<file path="src/rtl/iseq_loader.sv">
// Instruction-sequence loader: alternates host words across two lane FIFOs,
// pads odd-length sequences with a NOP, then launches the dispatcher.
module iseq_loader #(
  parameter logic [3:0]  END_OPCODE = 4'hF,
  parameter logic [31:0] NOP_INSTR  = 32'h0000_0000,
  parameter int          MAX_LEN    = 1024
) (
  input  logic        clk,
  input  logic        rst,
  input  logic        in_valid,
  input  logic [31:0] in_data,
  output logic        in_ready,
  output logic        instr0_fifo_wr,
  output logic [31:0] instr0_fifo_din,
  input  logic        instr0_fifo_full,
  output logic        instr1_fifo_wr,
  output logic [31:0] instr1_fifo_din,
  input  logic        instr1_fifo_full,
  output logic        process_iseq,
  input  logic        dispatcher_busy,
  output logic        loader_busy,
  output logic [15:0] iseq_len,
  output logic        overflow
);
  localparam int CW = $clog2(MAX_LEN + 1);

  typedef enum logic [2:0] {IDLE, PAD, START, WAIT_HI, WAIT_LO} state_t;

  state_t          state_q, state_d;
  logic [CW-1:0]   cnt_q, cnt_d, cnt_inc;
  logic            lane_q, lane_d;
  logic [15:0]     len_q, len_d;
  logic            ovf_q, ovf_d;
  logic [1:0]      full, wr;
  logic [1:0][31:0] din;
  logic            is_end;

  assign full   = {instr1_fifo_full, instr0_fifo_full};
  assign is_end = (in_data[31:28] == END_OPCODE);

  always_comb begin
    state_d      = state_q;
    cnt_d        = cnt_q;
    lane_d       = lane_q;
    len_d        = len_q;
    ovf_d        = ovf_q;
    wr           = '0;
    din          = '0;
    in_ready     = 1'b0;
    process_iseq = 1'b0;
    cnt_inc      = cnt_q + CW'(1);
    case (state_q)
      IDLE: begin
        // rst gates the handshake so nothing is written while held in reset
        in_ready = ~dispatcher_busy & ~full[lane_q] & ~rst;
        if (in_valid && in_ready) begin
          if (cnt_q == '0) ovf_d = 1'b0;
          if (!is_end) begin
            wr[lane_q]  = 1'b1;
            din[lane_q] = in_data;
            cnt_d       = cnt_inc;
            lane_d      = ~lane_q;
            // lane_q==0 before this write means the new count is odd
            if (cnt_inc == CW'(MAX_LEN)) begin
              ovf_d   = 1'b1;
              state_d = lane_q ? START : PAD;
            end
          end else if (cnt_q != '0) begin
            state_d = lane_q ? PAD : START;
          end
        end
      end
      PAD: begin
        if (!instr1_fifo_full && !rst) begin
          wr[1]   = 1'b1;
          din[1]  = NOP_INSTR;
          state_d = START;
        end
      end
      START: begin
        process_iseq = 1'b1;
        len_d        = 16'(cnt_q);
        cnt_d        = '0;
        lane_d       = 1'b0;
        state_d      = WAIT_HI;
      end
      WAIT_HI: if (dispatcher_busy)  state_d = WAIT_LO;
      WAIT_LO: if (!dispatcher_busy) state_d = IDLE;
      default: state_d = IDLE;
    endcase
  end

  always_ff @(posedge clk or posedge rst) begin
    if (rst) begin
      state_q <= IDLE;
      cnt_q   <= '0;
      lane_q  <= 1'b0;
      len_q   <= '0;
      ovf_q   <= 1'b0;
    end else begin
      state_q <= state_d;
      cnt_q   <= cnt_d;
      lane_q  <= lane_d;
      len_q   <= len_d;
      ovf_q   <= ovf_d;
    end
  end

  assign instr0_fifo_wr  = wr[0];
  assign instr0_fifo_din = din[0];
  assign instr1_fifo_wr  = wr[1];
  assign instr1_fifo_din = din[1];
  assign loader_busy     = (state_q != IDLE);
  assign iseq_len        = len_q;
  assign overflow        = ovf_q;
endmodule

</file>
<file path="config.mk">
export PLATFORM = sky130hd
export DESIGN_NAME = iseq_loader
export DESIGN_NICKNAME = d
export VERILOG_FILES = /design/src/rtl/iseq_loader.sv
export SDC_FILE = /design/constraint.sdc
export NUM_CORES = 1
export LEC_CHECK = 0
export BUFFER_PORTS_ARGS = -buffer_cell sky130_fd_sc_hd__buf_2
export CAP_MARGIN = 15
export CORE_UTILIZATION = 44
export CTS_CLUSTER_SIZE = 12
export DETAILED_ROUTE_END_ITERATION = 10
export PLACE_DENSITY = 0.81
export SYNTH_ARGS = -nofsm -noshare
export SYNTH_HDL_FRONTEND = slang
export SYNTH_SLANG_ARGS = --single-unit
</file>
<file path="constraint.sdc">
create_clock -name clk -period 2.5 [get_ports clk]
set_clock_uncertainty 0.1 [all_clocks]
set_input_delay 0.25 -clock clk [delete_from_list [all_inputs] [get_ports clk]]
set_output_delay 0.25 -clock clk [all_outputs]
set_load 0.005 [all_outputs]
</file>
==> qor.txt <==
num rows -> 24
Area Overhead vs Synth -> 34.1%
Ys Warns -> 0
Pint -> 0.000755 W
hold path depth -> 2
sequential share of power -> 44.3%
XOR/XNOR Fraction of Synth Area -> 2.12%
sw frac -> 36.5%
Die H -> 70.6 um
maxcap violations -> 0
IO buf count -> 118
Die Wd -> 70.6 um
Comb pwr share -> 34.5%
peak supply drop -> 276 uV
routed vias -> 2250
Critical Path End Type -> primary output
R2R Setup Slk -> 0.27 ns
vias per cell -> 5.28
Initial Util -> 46.6%
largest family of logic cells by synthesized area -> simple AND/OR/NAND/NOR gates
Post-Layout Cell Count -> 426
H-tree levels -> 1
WL/cell -> 14.4 um
Tmin final -> 2.34 ns
Max Freq -> 428 MHz
io pins -> 124
DRC marker count from the first detailed-route iteration -> 157
Avg Inst Size Synth -> 7.90 sq um
met3 routed WL -> 344 um
final setup TNS -> 0 ns
clock group share of total power -> 21.1%
drt drc -> 4
status -> complete, but fails checks
Min-Delay Path Class -> in2reg
synth unique cells -> 43
Placed Cells -> 419
Post-synth EDFFs -> 0
Final Cycle Share -> 93.5%
# setup viols final -> 0
layout cells sized above 1 -> 39.8%
Worst Hold Path EP -> state_q[2]
R2R depth -> 6
total gr overflow -> 0
metal2 WL -> 3.04 mm
Cells after Synth -> 262
Min-Delay Startpoint -> dispatcher_busy
Yosys top cell by area -> dfrtp_1
# nets final -> 417
post-synthesis mux area share -> 0.967%
RR Startpoint -> cnt_q[0]
synth top area cells -> dfrtp_1 33%, and3_1 11%, and2_1 10%
first-pass GRT wire length -> 9.60 mm
Post-synth ARST share -> 100%
WL met1 -> 2.68 mm
Post-DP HPWL -> 4.59 mm
prevailing post-synth register cell -> dfrtp_1
mapped cell area -> 2070 sq um
vias in the first global route -> 2074
Slew HR -> 62.2%
Slew Limit Fails -> 0
Compound-Gate Fraction of Synth Area -> 9.98%
adder-cell share of the synthesized area -> 2.42%
crit start category -> flop
routability cong. -> 0.886
post-synthesis sequential area ratio -> 32.6%
Max FO, Critical Path -> 32
Pre-antenna DRT Iters -> 7
Crit Path Category -> reg2out
Clock transition at path regs -> 0.09 ns
largest net degree at the start of global routing -> 37
clock root buffer -> clkbuf_8
worst-margin pin slew -> 0.566 ns
CTS tree -> done
Sink Count -> 27
worst r2r dst -> state_q[1]
core area -> 4440 sq um
ANT nets after route -> 0
TritonCTS Buffers -> 3
Max clock buf depth -> 2
Final Hold Violating Endpoints -> 0
Worst-Skew Late Latency -> 0.28 ns
highest metal used -> met4
leak pwr -> 1.70 nW
Antenna Cells -> 0
Switching Power -> 0.000433 W
die area -> 4980 sq um
Synth top area share -> 32.6%
Total Routing Usage GR -> 24.0%
Total Wirelength -> 6.14 mm
simple-gate share of the synthesized area -> 43.5%
CP Data Required Time -> 2.15 ns
Arr. time, crit path -> 1.99 ns
initial antenna violation count -> 0
Power Density -> 428 nW/um^2
failing checks -> DRC
Yosys reg bits -> 27
==> routing by layer <==
metal	track usage (%)	vias up
met5	0	-
li1	-	1107
met2	41.6	80
met4	8.44	0
met1	30.5	1056
met3	3.85	7
==> cell usage after synthesis (all sizes together), types with 4 or more instances <==
library cell	n
nand4	6
and3	37
and2	34
dfrtp	27
clkbuf	10
o21ai	21
buf	15
nor3	5
nand3	9
ha	4
xnor2	4
nand2	40
nor2	14
inv	8
==> cell usage in the layout (no fill, tap or decap), types with 4 or more instances in the layout <==
master / synthesis / final
nand2_1: 40 / 40
xnor2_1: 4 / 4
inv_1: 7 / 6
nand3_1: 8 / 7
dfrtp_1: 27 / 26
and3_1: 36 / 36
buf_4: 8 / 7
o21ai_1: 9 / 9
conb_1: 1 / 5
o21ai_0: 12 / 12
nor2_1: 14 / 14
nand4_1: 5 / 5
buf_2: 6 / 118
and2_1: 33 / 33
ha_1: 4 / 4
==> kinds of logic (layout without fill, tap and decap cells) <==
logic type | Yosys count | in the layout
AND/OR/NAND/NOR | 158 | 158
buffers and inverters | 33 | 141
AO/OA/AOI/OAI | 32 | 32
flip-flops | 27 | 27
XOR/XNOR | 5 | 5
adder cells (fa/ha/maj) | 4 | 4
multiplexers | 2 | 2
other | 1 | 5
==> power by group through the flow <==
| stage | combinational (W) | sequential, W | clock, W |
|---|---|---|---|
| after global placement | 0.000372 | 0.000528 | 0 |
| final | 0.000411 | 0.000526 | 0.000251 |
| after detailed placement | 0.000390 | 0.000530 | 0 |
| after CTS | 0.000398 | 0.000523 | 0.000254 |
| after floorplan | 0.000264 | 0.000516 | 0 |
| after global routing | 0.000457 | 0.000535 | 0.000275 |
==> what timing repair did <==
action / CTS / global route
cloned: 0 / 1
hold buffers: 1 / 0
pin swaps: 0 / 1
gates resized for setup: 2 / 9
setup buffers: 0 / 1
endpoints found under the setup margin: 29 / 64
hold endpoints to repair: 13 / 0
==> through the flow <==
step                worst slack, ns  total power, W  hold WS (ns)  util [%]  instance area [sq um]
finish                        0.162         0.00119         0.128      62.4                   2780
global route              -0.000156         0.00127         0.135      62.4                   2780
CTS                          0.0335         0.00117         0.130      61.5                   2730
detailed placement            0.271        0.000920         0.263      60.1                   2670
global placement              0.355        0.000900         0.252      60.1                   2670
floorplan                     0.398        0.000780         0.203         -                   2080
==> final cells by class <==
type	instances	area, sq um
multi-input combinational	206	1270
clock buffer	3	41.3
inverter	8	30.0
clock inverter	1	5.00
sequential	27	677
fill	417	1670
tap	52	65.1
timing repair buffer	129	687
==> registers in the layout, summed over array words and instances (netlist names) <==
register and count:
iseq_len 11, lane_q 1, overflow 1, cnt_q 11
state_q 3
==> worst max-delay path: stages, from the launching register on <==
cell and delay, ns:
dfrtp_1 0.41, mux2i_4 0.30, nand3_2 0.18, nor3_2 0.28, buf_6 0.24, and3_1 0.19, buf_2 0.11
==> worst max path at each step <==
stage | start | depth (start not counted) | to
4_1_cts | lane_q | 6 | instr0_fifo_din[31]
3_3_place_gp | cnt_q[0] | 6 | state_q[1]
2_1_floorplan | lane_q | 6 | instr0_fifo_din[12]
3_5_place_dp | lane_q | 6 | instr0_fifo_din[31]
5_1_grt | lane_q | 6 | instr1_fifo_din[15]
6_report | lane_q | 6 | instr1_fifo_din[11]
Power figures use the tool's default switching activity.
